[config.mk]
export PLATFORM = sky130hd
export DESIGN_NAME = fetch_unit
export DESIGN_NICKNAME = d
export VERILOG_FILES = /design/src/rtl/fetch_unit.sv
export SDC_FILE = /design/constraint.sdc
export NUM_CORES = 1
export LEC_CHECK = 0
export ABC_AREA = 1
export BUFFER_PORTS_ARGS = -buffer_cell sky130_fd_sc_hd__buf_4
export CAP_MARGIN = 40
export CELL_PAD_IN_SITES_DETAIL_PLACEMENT = 0
export CELL_PAD_IN_SITES_GLOBAL_PLACEMENT = 1
export CORE_MARGIN = 2
export CORE_UTILIZATION = 38
export DETAILED_ROUTE_END_ITERATION = 7
export HOLD_SLACK_MARGIN = 0.1
export PLACE_DENSITY = 0.88
export SYNTH_ARGS = -nofsm -noshare
export SYNTH_HDL_FRONTEND = slang
export SYNTH_SLANG_ARGS = --single-unit
[constraint.sdc]
create_clock -name clk -period 4.3 [get_ports clk]
set_input_delay 0.43 -clock clk [delete_from_list [all_inputs] [get_ports clk]]
set_output_delay 0.43 -clock clk [all_outputs]
set_load 0.02 [all_outputs]
[src/rtl/fetch_unit.sv]
// fetch_unit: single-entry instruction fetch stage with redirect, stall and handoff counting.
// Memory read is asynchronous; the output register is the only pipeline stage.
module fetch_unit #(
    parameter int          DATA_WIDTH = 32,
    parameter int          MEM_DEPTH  = 1024,
    parameter logic [31:0] RESET_PC   = 32'h0000_0000,
    localparam int         AW         = $clog2(MEM_DEPTH)
) (
    input  logic                  clk,
    input  logic                  rst,
    output logic [AW-1:0]         iaddr,
    input  logic [DATA_WIDTH-1:0] idata,
    input  logic                  redirect_valid,
    input  logic [31:0]           redirect_pc,
    output logic                  out_valid,
    input  logic                  out_ready,
    output logic [DATA_WIDTH-1:0] out_instr,
    output logic [31:0]           out_pc,
    output logic                  misalign_err,
    output logic [31:0]           fetch_count
);
    logic [31:0]           r_pc;
    logic                  r_out_valid;
    logic [DATA_WIDTH-1:0] r_out_instr;
    logic [31:0]           r_out_pc;
    logic                  r_misalign;
    logic [31:0]           r_count;
    logic                  w_advance;
    logic                  w_handoff;
    assign w_advance    = !r_out_valid || out_ready;
    assign w_handoff    = r_out_valid && out_ready;
    assign iaddr        = r_pc[AW+1:2];
    assign out_valid    = r_out_valid;
    assign out_instr    = r_out_instr;
    assign out_pc       = r_out_pc;
    assign misalign_err = r_misalign;
    assign fetch_count  = r_count;
    always_ff @(posedge clk or posedge rst) begin
        if (rst) begin
            r_pc        <= RESET_PC;
            r_out_valid <= 1'b0;
            r_out_instr <= DATA_WIDTH'(32'h0000_0013);
            r_out_pc    <= 32'h0;
            r_misalign  <= 1'b0;
            r_count     <= 32'h0;
        end else begin
            // a flushed instruction still counts: decode accepted it this edge
            r_count <= r_count + {31'h0, w_handoff};
            if (redirect_valid) begin
                r_pc        <= {redirect_pc[31:2], 2'b00};
                r_out_valid <= 1'b0;
                r_misalign  <= r_misalign || (redirect_pc[1:0] != 2'b00);
            end else if (w_advance) begin
                r_pc        <= r_pc + 32'd4;
                r_out_valid <= 1'b1;
                r_out_instr <= idata;
                r_out_pc    <= r_pc;
            end
        end
    end
endmodule

Word-level counts from Yosys, hierarchy flattened

Index checks and enable logic that the tools add are counted.
W data, S select, Z words.

Add/subtract/negate cells: 2
Multipliers: 0
Div/mod/pow operators: 0
Magnitude comparators: 0
Equal/unequal tests: 0
Shifts and indexed selects: 0
Mux-type cells: 4
Bitwise gates (word level): 1
Reductions and logical operators: 7

Operators with widths:

| operator                | count |
|---|---|
| $mux W32                | 2 |
| $add A32 B1 Y32         | 1 |
| $add A32 B3 Y32 const B | 1 |
| $reduce_bool A2 Y1      | 2 |
| $logic_or A1 B1 Y1      | 2 |
| $mux W1                 | 2 |
| $reduce_and A2 Y1       | 1 |
| $logic_and A1 B1 Y1     | 1 |
| $logic_not A1 Y1        | 1 |
| $not A1 Y1              | 1 |

Flip-flop bits (word level): 130
Latch bits: 0
Memory bits (writable): 0
Bits in read-only memories: 0
Output and inout port bits: 108
Memories: 0

Longest topological paths before layout

Gate-level depths: netlist of run 1.

Word-level depth: 4
Gate-level depth with buffers: 10
Mapped depth without buffers: 10

Least setup slack after synthesis of run 1

OpenSTA, ideal clock, no wires.

Kind: register to register
From: reg r_out_valid (netlist: out_valid)
To: reg r_count[28] (netlist: fetch_count[28])
Arrival: 1.499 ns
Required time: 4.170 ns
Path slack: 2.671 ns
Stages on the path, launching flop included: 9
Clock period less this slack: 1.629 ns
Cells stage by stage: dfrtp_1 -> nand2_1 -> inv_1 -> ha_1 -> ha_1 -> nand3_1 -> nor2_1 -> nand3b_1 -> xnor2_1

Longest elaborated chain between the ends: 2

RTL lines:

| what                   | line | source |
|---|---|---|
| from (decl)            | 23   | `logic r_out_valid;` |
| from (signal assigned) | 41   | `r_out_valid <= 1'b0;` |
| from (signal assigned) | 51   | `r_out_valid <= 1'b0;` |
| from (signal assigned) | 55   | `r_out_valid <= 1'b1;` |
| $logic_and A1 B1 Y1    | 31   | `assign w_handoff = r_out_valid && out_ready;` |
| $add A32 B1 Y32        | 48   | `r_count <= r_count + {31'h0, w_handoff};` |
| to (signal assigned)   | 48   |  |
| to (decl)              | 27   | `logic [31:0] r_count;` |

No other way between the ends.
A chain may end at the register's enable or synchronous reset.

Worst setup path in the final report of run 1

From: reg r_out_valid (netlist: out_valid)
To: reg r_pc[27]

Longest elaborated chain between the ends: 3

RTL lines:

| what                         | line | source |
|---|---|---|
| $logic_not A1 Y1             | 30   | `assign w_advance = !r_out_valid \|\| out_ready;` |
| $logic_or A1 B1 Y1           | 30   |  |
| $reduce_bool A2 Y1 (no line) | -    |  |
| to (signal assigned)         | 50   | `r_pc <= {redirect_pc[31:2], 2'b00};` |
| to (signal assigned)         | 54   | `r_pc <= r_pc + 32'd4;` |
| to (decl)                    | 22   | `logic [31:0] r_pc;` |

No other way between the ends.

==> flow_metrics.tcl, run 1 <==
set metrics [dict create \
    viasPerCell 4.785 \
    synth_cell_types 37 \
    crit_path_start_kind "flip-flop" \
    tns_ns 0 \
    drt-wirelength-per-cell_microns 14.50 \
    slew_violations 0 \
    slowest_stage "inv_2" \
    slowest_delay_ns 0.64 \
    post_cts_buffers 0 \
    syn_inst 781 \
    postRouteAntennaNets 0 \
    ir_worst_vdd_mv 0.2902 \
    hold_ws_ns 0.07438 \
    start_util_pct 39.15 \
    grt_pass1_wl_microns 28010 \
    hold_viol 0 \
    outcome "completed" \
    cap_violations 0 \
    max_freq_mhz 473.1 \
    nets 1018 \
    cts_tree "done" \
    worstPathArrival_ns 2.42 \
    relSlewSlack_pct 41.86 \
    routabilityCongestion 0.8441 \
    initialDrtViolationCount 345 \
    finClkSkew_ns 0.01433 \
    synth_area_leader_cell "dfrtp_1" \
    cp_cell_sequence "inv_1, nor2_4, nor2_4, inv_2, buf_4, nor2_1, nand4_1, nand3_1" \
    tightest_slew_ns 0.8708 \
    drt-pass1-iter-count 5 \
    setup_viol 0 \
    ios 176 \
    synth_top_flop_cell "dfrtp_1" \
    yosysMostFrequentCell "nand2_1" \
    ctsResizeCount 0 \
    rows 46 \
    cp-end-kind "flip-flop" \
    r2r_start "out_valid" \
    grt_pass1_vias 5403 \
    syn_area_sq_mm 0.006265 \
    worstPathMaxFanout 49 \
    die_y_microns 132.4 \
    grt_usage_pct 20.16 \
    path_buf_inv 3 \
    avgSynthCellArea_sq_um 8.021 \
    crit_type "reg2reg" \
    clk_pin_slew_ns 0.06 \
    drc 0 \
    antenna_found_initial 0 \
    die_x_microns 132.4 \
    syn_to_final_growth_pct 32.97 \
    clk_latency_ns 0.42 \
    holdCritPathClass "in2async" \
    required_ns 4.60 \
    power_leakage_nw 4.145 \
    yosysWarnings 0 \
    synth_edf_count 0 \
    drive_above_1_share_pct 26.17 \
    fin_crit_ns 2.114 \
    vias 5622 \
    drt-total-wl_microns 17040 \
    root_buffer "clkbuf_16" \
    antenna_cells 0 \
    instances_no_fill 1175 \
    dp.cells 1143 \
    cts_inserted_buffers 17 \
    yosys-top-cells-area "dfrtp_1, nand2_1, nor2_1" \
    ctsLongestPathBuffers 2 \
    synth_top_area_share_pct 49.13 \
    synth_common_cells "nand2_1, dfrtp_1, nor2_1" \
    rsz0062_at_grt "false" \
    cts_hold_buf 0 \
    setup.worst_path.start "out_valid" \
    gr-total-overflow 0 \
    synth_seq_cells 126 \
    seq_area_frac_synth_pct 50.39 \
    design.core.area_sq_mm 0.01600 \
    cp_common_cell "nor2_4" \
    io_buffers 173 \
    grt_max_degree 70 \
    p_per_area_mw_per_mm2 443.1 \
    htreeDepth 4 \
    fin_crit_sh_pct 49.16 \
    clock_sinks 126 \
    critPathTopFamily "buffers and inverters" \
    dieArea_sq_mm 0.01753 \
    async_flop_share_pct 100.0 \
    hpwl_microns 12340 \
]
==> cell families (layout without fill, tap and decap cells) <==
kind of cell	count (synthesis)	in the layout	share of synthesized area (%)
buffers and inverters	82	259	6.092
adders and majority gates	4	4	0.7989
DFF	126	126	50.39
and+or+nand+nor	498	498	34.21
other	1	2	0.05986
xor gates and xnor gates	31	31	4.334
AOI/OAI and AO/OA	39	39	4.114
==> sequential cells by signal (all words and copies together) (netlist names) <==
signal / flops
out_valid: 1
misalign_err: 1
fetch_count: 32
r_pc: 30
out_pc: 30
out_instr: 32
==> layout make-up <==
class	instances	area, sq um
Sequential cell	126	3157
Multi-Input combinational cell	574	2730
Fill cell	1599	7670
Tap cell	216	270.3
Timing Repair Buffer	178	1336
Inverter	49	186.4
Clock buffer	21	470.5
Clock inverter	11	180.2
==> per-stage QoR <==
stage / setup slack [ns] / cell area (sq um) / util, % / total power, mW
final: 2.186 / 8330 / 52.06 / 3.692
after CTS: 2.149 / 8330 / 52.06 / 3.738
after floorplan: 0.5190 / 6269 / - / 1.847
after global routing: 1.970 / 8330 / 52.06 / 3.882
after detailed placement: 1.971 / 7680 / 48.00 / 2.154
after global placement: 2.037 / 7680 / 48.00 / 2.143
==> report_power, final <==
part | internal (mW) | switching (mW)
Clock | 1.02 | 0.542
Sequential | 1.32 | 0.122
Combinational | 0.278 | 0.402
Total | 2.63 | 1.07
==> metal layers <==
layer	up-vias	track usage, %	wire length [microns]
met1	2631	26.22	7586
li1	2821	-	-
met4	0	5.615	180
met2	158	33.88	8434
met5	-	0	0
met3	12	4.498	839
==> cells in the final DEF, fill, tap and decap left out, drive strengths merged, types with 9 or more instances in the layout <==
cell type and n:
dfrtp 123, nand4 15, clkbuf 21, xor2 22, a22oi 12, nand3 50, xnor2 9, nand2 285
nor3 15, buf 178, o21ai 15, nor2 123, inv 51
==> path summary, 6_finish.rpt <==
check,endpoint,slack [ns],depth (start not counted)
min in group clk,out_instr[30],0.20,3
hold / removal,out_instr[9],0.07,2
setup / recovery,r_pc[27],2.19,8
max in group asynchronous,out_instr[1],3.24,3
setup reg to reg,r_pc[27],2.19,8
hold reg to reg,out_instr[1],0.46,2
==> worst register-to-register path, stage by stage (launching register included) <==
cell and delay (ns):
dfrtp_1 0.36, inv_1 0.07, nor2_4 0.19, nor2_4 0.05, inv_2 0.64, buf_4 0.43
nor2_1 0.10, nand4_1 0.09, nand3_1 0.08
Note: power is estimated with default switching activity, not from simulation.
==> run 2, diff against run 1 <==
==> constraint.sdc (replaced) <==
create_clock -name clk -period 2.12 [get_ports clk]
set_input_delay 0.212 -clock clk [delete_from_list [all_inputs] [get_ports clk]]
set_output_delay 0.212 -clock clk [all_outputs]
set_load 0.02 [all_outputs]
==> run 2 against run 1 <==
  * Die area did not move
  * Sequential power grew 100%
  * Routed wire length is 4.3% higher
  * Worst setup slack worse by 1.8 ns
  * Core utilization grew 3.9 points
  * Combinational power increased by 120%
  * Critical path depth unchanged
  * Flip-flop and latch count unchanged
  * Final area rose by 7.5%
  * Clock-buffer cell count unchanged
  * Critical endpoint is now fetch_count[28]
==> flow_metrics.tcl, run 2 (same netlist as run 1, synthesis figures left out) <==
set metrics [dict create \
    outcome "completed" \
    slowest_stage "dfrtp_1" \
    io_buffers 173 \
    final_cell_area_sq_mm 0.008956 \
    hold_viol 0 \
    dieArea_sq_mm 0.01753 \
    setup_viol 0 \
    syn_to_final_growth_pct 42.96 \
    fin_crit_ns 1.713 \
    slew_violations 0 \
    clock_sinks 126 \
    place_area_sq_mm 0.007761 \
    gr-total-overflow 0 \
    p_per_area_mw_per_mm2 816.1 \
    r2r_end "fetch_count[28]" \
    rsz0062_at_grt "false" \
    cts_inserted_buffers 17 \
    hp-start "redirect_pc[29]" \
    nets 1083 \
    layout_commonest_cell "nand2_1" \
    start_util_pct 39.15 \
    reg2regPathDepth 8 \
    fin_ws_ns 0.4069 \
    multiInputGateArea_sq_mm 0.002730 \
    fill_cells 1517 \
    vias 5877 \
    route.met2.wl_microns 8618 \
    fin_crit_sh_pct 80.81 \
    worstPathArrival_ns 2.00 \
    htreeDepth 4 \
    grt_max_degree 70 \
    dp_slack_ns 0.4275 \
    tns_ns 0 \
    max_freq_mhz 583.7 \
    drc 0 \
    cp-end-kind "flip-flop" \
    cap_violations 0 \
    clk_pin_slew_ns 0.06 \
    path_buf_inv 1 \
    power.total_mw 7.309 \
    r2r_slack_ns 0.41 \
    dp.cells 1147 \
    power_leakage_nw 4.397 \
    p_sw_share_pct 29.56 \
    ir_worst_vdd_mv 0.6228 \
    initialDrtViolationCount 332 \
    drt-wirelength-per-cell_microns 14.34 \
    holdCritPathClass "in2reg" \
    clk_latency_ns 0.41 \
    grt_pass1_vias 5628 \
    root_buffer "clkbuf_16" \
    postRouteAntennaNets 0 \
    worstPathMaxFanout 5 \
    p_sw_mw 2.160 \
    antenna_found_initial 0 \
    met3WireLength_microns 891 \
    top_layer "met4" \
    required_ns 2.41 \
    drt-total-wl_microns 17770 \
    hold_depth 5 \
    routabilityCongestion 0.8460 \
    post-route-util_pct 55.97 \
    rows 46 \
    layout_common_cells "nand2_1, buf_4, dfrtp_1, nor2_1, dlygate4sd3_1" \
    cp_cell_sequence "nand2_1, inv_1, ha_1, ha_1, nand3_1, nor2_1, nand3b_1, xnor2_1" \
    min_to "r_pc[29]" \
    p_int_mw 5.149 \
    design.core.area_sq_mm 0.01600 \
    ios 176 \
    cp_common_cell "ha_1" \
    antenna_cells 0 \
    drive_above_1_share_pct 24.83 \
    grt_usage_pct 20.69 \
    instances_no_fill 1239 \
    pwr-share-seq_pct 40.2 \
    slowest_delay_ns 0.36 \
    clkPwrFrac_pct 39.3 \
    r2r_start "out_valid" \
    regArea_sq_mm 0.003157 \
    die_x_microns 132.4 \
    met1Wirelength_microns 7923 \
    drt-pass1-iter-count 5 \
    hpwl_microns 12720 \
    crit_type "reg2reg" \
    cts_tree "done" \
    crit_path_start_kind "flip-flop" \
    ctsLongestPathBuffers 2 \
    hold_ws_ns 0.1090 \
    viasPerCell 4.743 \
    critPathTopFamily "simple AND/OR/NAND/NOR gates" \
    combPwrFrac_pct 20.5 \
    grt_pass1_wl_microns 28950 \
    die_y_microns 132.4 \
    finClkSkew_ns 0.006639 \
]
run 2: per-layer routing:
metal	GRT usage [%]	vias up
met4	6.989	0
met1	27.30	2713
met3	3.729	29
li1	-	2938
met5	0	-
met2	34.40	197
run 2: worst max-delay path by stage:
stage / startpoint / to / slack, ns / depth (start not counted)
2_1_floorplan: rst / fetch_count[0] / 0.36 / 1
3_3_place_gp: r_pc[2] / r_pc[26] / 0.52 / 10
3_5_place_dp: r_pc[2] / r_pc[30] / 0.43 / 10
4_1_cts: out_valid / fetch_count[28] / 0.41 / 8
5_1_grt: r_pc[2] / r_pc[30] / 0.23 / 10
6_report: out_valid / fetch_count[28] / 0.41 / 8
run 2: power groups by stage:
stage	clock network [mW]	registers [mW]	logic (mW)
floorplan	0	3.19	0.557
global placement	0	2.97	1.41
detailed placement	0	2.97	1.42
CTS	2.94	2.94	1.51
global route	3.05	2.98	1.63
finish	2.88	2.94	1.50
run 2: cell type report:
type                       count  share of cell area [%]
inverter                      49                   2.096
sequential                   126                   35.25
timing repair buffer         243                   22.63
clock buffer                  21                   5.253
clock inverter                10                   1.271
multi-input combinational    574                   30.48
tap                          216                   3.018
run 2: what timing repair did:
action | CTS | global route
hold buffers | 61 | 0
endpoints found under the hold margin | 69 | 0
setup buffers | 0 | 0
resized for setup | 0 | 0
run 2: worst min-delay path, delay by kind of cell:
kind                   cells  cell delay [ns]
AOI/OAI and AO/OA          1             0.06
buffers and inverters      2             0.13
and+or+nand+nor            2             0.10
